==> src/rtl/div_share_arbiter.sv <==
// Round-robin arbiter sharing one signed 8-bit multi-cycle divider between two requesters.
// Short-circuits divide-by-zero and aborts with rsp_err if the divider never signals done.
//
// state   | meaning
// --------+----------------------------------------------------------
// IDLE    | no operation held; grant a pending requester
// LAUNCH  | operands latched; pulse div_start once the divider is idle
// WAIT    | divider running; watchdog timer counting
// CAPTURE | div_q/div_r valid (one cycle after div_done); latch them
// RESP    | response presented until rsp_ready
module div_share_arbiter #(
    parameter int TIMEOUT = 64
) (
    input  logic       clk,
    input  logic       rst,
    input  logic       req0_valid,
    input  logic [7:0] req0_a,
    input  logic [7:0] req0_b,
    output logic       req0_ready,
    input  logic       req1_valid,
    input  logic [7:0] req1_a,
    input  logic [7:0] req1_b,
    output logic       req1_ready,
    output logic       rsp_valid,
    input  logic       rsp_ready,
    output logic       rsp_id,
    output logic [7:0] rsp_q,
    output logic [7:0] rsp_r,
    output logic       rsp_dz,
    output logic       rsp_err,
    output logic       div_start,
    output logic [7:0] div_a,
    output logic [7:0] div_b,
    input  logic [7:0] div_q,
    input  logic [7:0] div_r,
    input  logic       div_busy,
    input  logic       div_done,
    output logic       busy
);

    typedef enum logic [2:0] {IDLE, LAUNCH, WAIT, CAPTURE, RESP} state_t;

    localparam logic [7:0] TIMER_LAST = 8'(TIMEOUT - 1);

    state_t     state, state_nx;
    logic       rr_ptr;
    logic [7:0] timer;
    logic [7:0] a_q, b_q;
    logic       id_q;
    logic       grant, winner;
    logic [7:0] win_a, win_b;

    always_comb begin
        winner     = (req0_valid && req1_valid) ? rr_ptr : req1_valid;
        // reset forces IDLE asynchronously; keep the ready strobes low meanwhile
        grant      = (state == IDLE) && (req0_valid || req1_valid) && !rst;
        req0_ready = grant && !winner;
        req1_ready = grant && winner;
        win_a      = winner ? req1_a : req0_a;
        win_b      = winner ? req1_b : req0_b;
        div_start  = (state == LAUNCH) && !div_busy && !div_done;
        rsp_valid  = (state == RESP);
        busy       = (state != IDLE);
        div_a      = a_q;
        div_b      = b_q;
        rsp_id     = id_q;

        state_nx = state;
        case (state)
            IDLE:    if (grant) state_nx = (win_b == 8'd0) ? RESP : LAUNCH;
            LAUNCH:  if (div_start) state_nx = WAIT;
            WAIT: begin
                if (div_done)                 state_nx = CAPTURE;
                else if (timer == TIMER_LAST) state_nx = RESP;
            end
            CAPTURE: state_nx = RESP;
            RESP:    if (rsp_ready) state_nx = IDLE;
            default: state_nx = IDLE;
        endcase
    end

    always_ff @(posedge clk or posedge rst) begin
        if (rst) begin
            state   <= IDLE;
            rr_ptr  <= 1'b0;
            timer   <= 8'd0;
            a_q     <= 8'd0;
            b_q     <= 8'd0;
            id_q    <= 1'b0;
            rsp_q   <= 8'd0;
            rsp_r   <= 8'd0;
            rsp_dz  <= 1'b0;
            rsp_err <= 1'b0;
        end else begin
            state <= state_nx;
            case (state)
                IDLE: begin
                    if (grant) begin
                        rr_ptr <= ~winner;
                        id_q   <= winner;
                        a_q    <= win_a;
                        b_q    <= win_b;
                        if (win_b == 8'd0) begin
                            rsp_q   <= 8'd0;
                            rsp_r   <= 8'd0;
                            rsp_dz  <= 1'b1;
                            rsp_err <= 1'b0;
                        end
                    end
                end
                LAUNCH: if (div_start) timer <= 8'd0;
                WAIT: begin
                    if (!div_done) begin
                        if (timer == TIMER_LAST) begin
                            rsp_q   <= 8'd0;
                            rsp_r   <= 8'd0;
                            rsp_dz  <= 1'b0;
                            rsp_err <= 1'b1;
                        end else begin
                            timer <= timer + 8'd1;
                        end
                    end
                end
                CAPTURE: begin
                    rsp_q   <= div_q;
                    rsp_r   <= div_r;
                    rsp_dz  <= 1'b0;
                    rsp_err <= 1'b0;
                end
                default: ;
            endcase
        end
    end

endmodule

==> config.mk <==
export PLATFORM = sky130hd
export DESIGN_NAME = div_share_arbiter
export DESIGN_NICKNAME = d
export VERILOG_FILES = /design/src/rtl/div_share_arbiter.sv
export SDC_FILE = /design/constraint.sdc
export NUM_CORES = 1
export LEC_CHECK = 0
export ABC_AREA = 1
export BUFFER_PORTS_ARGS = -buffer_cell sky130_fd_sc_hd__buf_2
export CORE_MARGIN = 4
export CORE_UTILIZATION = 48
export DETAILED_ROUTE_END_ITERATION = 16
export HOLD_SLACK_MARGIN = 0.15
export PLACE_DENSITY_LB_ADDON = 0.3
export SLEW_MARGIN = 30
export SYNTH_ARGS = -nofsm -noshare
export SYNTH_HDL_FRONTEND = slang
export SYNTH_SLANG_ARGS = --single-unit
==> constraint.sdc <==
create_clock -name clk -period 1.8 [get_ports clk]
set_input_delay 0.36 -clock clk [delete_from_list [all_inputs] [get_ports clk]]
set_output_delay 0.36 -clock clk [all_outputs]
set_load 0.02 [all_outputs]
### Word level (Yosys, flattened, before mapping)

Index checks and enable logic that the tools add are counted.
W data, S select, Z words.

| operators by class | value |
|---|---|
| bitwise operators | 1 |
| shift-type cells | 0 |
| add/sub/neg operators | 1 |
| div/mod/pow operators | 0 |
| magnitude comparators | 0 |
| reductions and logical operators | 21 |
| muxes and demuxes | 30 |
| equality and inequality tests | 13 |
| $mul | 0 |

Operators with widths:

| kind | count |
|---|---|
| $mux W8 | 9 |
| $pmux W8 S3 | 2 |
| $mux W3 | 6 |
| $pmux W8 S2 | 1 |
| $pmux W3 S5 | 1 |
| $ne A2 B2 Y1 const B | 5 |
| $mux W1 | 9 |
| $add A8 B1 Y8 const B | 1 |
| $eq A8 B6 Y1 const B | 1 |
| $logic_not A8 Y1 | 1 |
| $reduce_and A4 Y1 | 2 |
| $logic_and A1 B1 Y1 | 7 |
| $eq A3 B2 Y1 const B | 2 |
| $pmux W1 S3 | 2 |
| $reduce_bool A3 Y1 | 2 |
| $reduce_and A5 Y1 | 1 |
| $logic_not A1 Y1 | 4 |
| $ne A2 B1 Y1 const B | 2 |
| $eq A3 B1 Y1 const B | 1 |
| $eq A3 B3 Y1 const B | 1 |
| $logic_not A3 Y1 | 1 |
| $ne A3 B3 Y1 const B | 1 |
| $reduce_and A2 Y1 | 1 |
| $reduce_bool A2 Y1 | 1 |
| 2 further kinds | 2 |

| storage, ports and cells | value |
|---|---|
| memory bits (read-only) | 0 |
| latch bits | 0 |
| memory bits (writable) | 0 |
| bits in registers | 47 |
| memories | 0 |
| bits of input ports | 55 |
| word-level logic and storage cells | 76 |
| output and inout port bits | 40 |

### Longest topological paths before layout

| depth | value |
|---|---|
| depth in word-level cells | 7 |
| mapped depth | 13 |
| depth with buffers taken out | 12 |

### Worst setup path after synthesis

Ideal clock, no wire load.

| path | value |
|---|---|
| path kind | reg-to-reg |
| start | register timer[0] |
| end | register rsp_err |
| buffers on the path | 1 |
| period minus slack after synthesis | 1.640 ns |
| stages on the path, launching flop included | 10 |
| library setup time | 0.116 ns |
| arrival time | 1.524 ns |
| setup slack | 0.160 ns |
| data required time | 1.684 ns |
| path through | dfrtp_1 ha_1 nand2_1 nor3_2 a21oi_1 nor2_2 nand3_4 buf_12 nand2_4 nand2_2 |

| between the ends | value |
|---|---|
| longest elaborated chain between the ends | 3 |

RTL lines:

| item | RTL line | source |
|---|---|---|
| start, declared | 47 | `logic [7:0] timer;` |
| start signal, assigned | 120 | `timer <= timer + 8'd1;` |
| $eq A8 B6 Y1 | 114 | `if (timer == TIMER_LAST) begin` |
| $ne A2 B2 Y1 (no line) | - |  |
| $reduce_and A5 Y1 (no line) | - |  |
| end signal, assigned | 107 | `rsp_err <= 1'b0;` |
| end signal, assigned | 118 | `rsp_err <= 1'b1;` |
| end signal, assigned | 128 | `rsp_err <= 1'b0;` |
| end, declared | 30 | `output logic rsp_err,` |

Every way passes these cells.
A chain may end at the register's enable or synchronous reset.

### Final worst setup path

| path | value |
|---|---|
| start | register state[0] |
| end | output port req1_ready |

| between the ends | value |
|---|---|
| longest elaborated chain between the ends | 4 |

RTL lines:

| item | RTL line | source |
|---|---|---|
| start, declared | 45 | `state_t state, state_nx;` |
| start signal, assigned | 95 | `state <= state_nx;` |
| $logic_not A3 Y1 | 56 | `grant = (state == IDLE) && (req0_valid \|\| req1_valid) && !rst;` |
| $logic_and A1 B1 Y1 (2 in series) | 56 |  |
| $logic_and A1 B1 Y1 | 58 | `req1_ready = grant && winner;` |
| end, declared | 23 | `output logic req1_ready,` |

Every way passes these cells.

==> results.tsv <==
metric	value	unit
failing checks	negative setup slack	
drt drc	0	
data arrival time of the worst path	1.49	ns
Netlist cell types	30	
Buffers on Ports	94	
Int Power	2810	uW
worst-path maximum fanout	3	
H-tree Lvls	2	
M1 wire length	2660	um
post-synth design cell area	2400	um2
Top Metal Used	met4	
Die W	78.7	um
status	finished, violations left	
Final Hold Viols	0	
Max VDD drop	0.895	mV
Logic pwr share	0.546	
syn_area_per_cell	8.15	um2
via/cell ratio	4.80	
YS warnings	0	
Iter 0 DRT Violations	81	
Seq pwr share	0.329	
Congestion Overflow GR	0	
Static Leak	0.00195	uW
Initial DRT Pass Iterations	5	
Final Hold Slack	0.258	ns
routed len/inst	13.0	um
Initial Util	0.501	
WS Path Type	reg -> out	
Num CTS Buffers	5	
CTS tree	built	
min Tclk post-route	1.85	ns
worst slew pin tran	0.395	ns
Util after Layout	0.702	
period utilization	1.03	
Tightest Hold Check Type	in -> reg	
skew final	0.00507	ns
latest clock arrival within the worst-skew pair	0.30	ns
RSZ-0062 raised after global routing	yes	
FP Rows	25	
via count	2333	
switching share of power	0.442	
Final ANT Viol Nets	0	
Slew HR	0.736	
GPL Wtd Cong	0.782	
met3 WL	468	um
clock root buffer	clkbuf_8	
vias in the first global route	2210	
Post-synth top flop	dfrtp_1	
fin area	3360	um2
Clk network pwr share	0.125	
CP required	1.44	ns
# clock sinks	47	
Psw	2220	uW
Setup-failing EPs final	1	
hpwl dp	4190	um
I/O pin cnt	95	
Max Cap Viol	0	
post-layout worst setup margin	-0.0524	ns
Antenna Cells	0	
FFs w/ async S/R, synth	1.00	
pin count of the biggest net entering global routing	32	
maximum clock frequency	540	MHz
Post-synth EDFFs	0	
die height	78.7	um
CP startpoint kind	flip-flop	
area delta synth->final	40.2	%
antenna violations before repair	0	
core area	4790	um2
first-pass GRT wire length	9610	um
#FFs+latches synth	47	
PwrDens	1500	nW/um2
post-placement cell area	3010	um2
final WL	6300	um
synthesized instance count	294	
fill cell count	381	
Clock Path Buffers	2	
syn_nets	350	
clk slew on worst S/H paths	0.09	ns
metal2 WL	3070	um
GRT Util Overall	0.193	
share of layout cells above drive strength 1	0.418	
sequential element share of the synthesized area	0.491	
Final #Nets	474	
DIE AREA	6190	um2
max-slew violations	0	
flop-to-flop setup slack	0.02	ns
Worst setup EP type	output pin	
## cell usage in the layout, fill, tap and decap left out, types with 2 or more instances in the layout
master    netlist  layout
nand3_1        16      15
nand2_4        11      11
xor2_1          4       4
nand4_1         3       3
buf_4           2      21
dfrtp_1        47      47
nand3_2         1       2
nor2_4          1       3
inv_2           3       6
nor3_1          2       2
o21ai_1         2       2
buf_6           0       8
nand2_1       121     116
inv_1          22      18
o21ai_0         9       9
buf_2           1      91
buf_12          1       2
nor2_1         15      15
nand2_2        10      14
clkbuf_8        0       5
nand3b_1        7       7
inv_4           0       2
## cell usage after synthesis (3+ instances only)
cell,instances,share of area
nand3b_1,7,0.022
nor2_1,15,0.023
dfrtp_1,47,0.49
nand2_1,121,0.19
inv_2,3,0.0047
nand3_1,16,0.033
nand2_4,11,0.052
nor2_2,3,0.0078
inv_1,22,0.034
nand2_2,10,0.026
nand4_1,3,0.0078
xor2_1,4,0.015
o21ai_0,9,0.019
## per-stage QoR
step	setup slack, ns	setup TNS [ns]	cells	power [uW]
after floorplan	0.160	0	294	3210
after global placement	0.0946	0	460	3920
after detailed placement	0.0437	0	460	3960
after CTS	-0.000458	-0.000458	482	4740
after global routing	-0.116	-0.713	486	5350
final	-0.0524	-0.0524	486	5030
## layout make-up
type | instances | area [um2] | area share
Clock inverter | 2 | 12.5 | 0.00373
Clock buffer | 6 | 72.6 | 0.0216
Sequential cell | 47 | 1180 | 0.350
Multi-Input combinational cell | 214 | 1130 | 0.337
Inverter | 26 | 103 | 0.0306
Timing Repair Buffer | 124 | 778 | 0.232
Tap cell | 67 | 83.8 | 0.0250
## critical path: stages, from the launching register on
cell	delay, ns
dfrtp_1	0.42
nor3_2	0.24
nand2_2	0.11
buf_6	0.15
inv_4	0.05
nand2_4	0.05
inv_4	0.06
buf_6	0.11
## flip-flops by register name, summed over array words and instances, names as in the netlist
signal,flops
rsp_err,1
div_a,8
timer,8
rsp_id,1
rsp_q,8
state,3
rsp_r,8
div_b,8
rsp_dz,1
rr_ptr,1
## kinds of logic (layout without fill, tap and decap cells)
kind of cell / Yosys count / in the layout / share of synthesized area
AO/OA/AOI/OAI: 13 / 13 / 0.0272
buffers and inverters: 33 / 158 / 0.0621
adder cells (fa/ha/maj): 1 / 1 / 0.00522
AND/OR/NAND/NOR: 195 / 195 / 0.396
XOR/XNOR: 5 / 5 / 0.0183
flip-flops: 47 / 47 / 0.491
## final timing paths
kind                       startpoint    endpoint  cells after the start
max                          state[0]  req1_ready                      7
min                         req1_a[7]    div_a[7]                      3
max reg2reg                  state[0]    rsp_r[0]                     10
min reg2reg                  rsp_r[1]    rsp_r[1]                      2
max in group asynchronous         rst     rsp_err                      4
min in group asynchronous         rst    div_b[4]                      3
## routing by layer
layer	GRT usage	up-vias
met2	0.329	92
met3	0.0539	14
met5	0	-
met1	0.241	1072
li1	-	1155
met4	0.0507	0
## repair_timing
action	CTS	global route
setup endpoints to repair	3	29
hold buffers	1	0
setup buffers	13	3
resized for setup	12	18
endpoints found under the hold margin	16	0
cloned	0	2
pin swaps	4	8
## power groups by stage
stage	clock, uW	combinational, uW	sequential, uW
global route	695	2950	1700
finish	627	2750	1650
global placement	0	2250	1670
CTS	644	2440	1660
detailed placement	0	2290	1670
floorplan	0	1160	2050
Note: power is estimated with default switching activity, not from simulation.
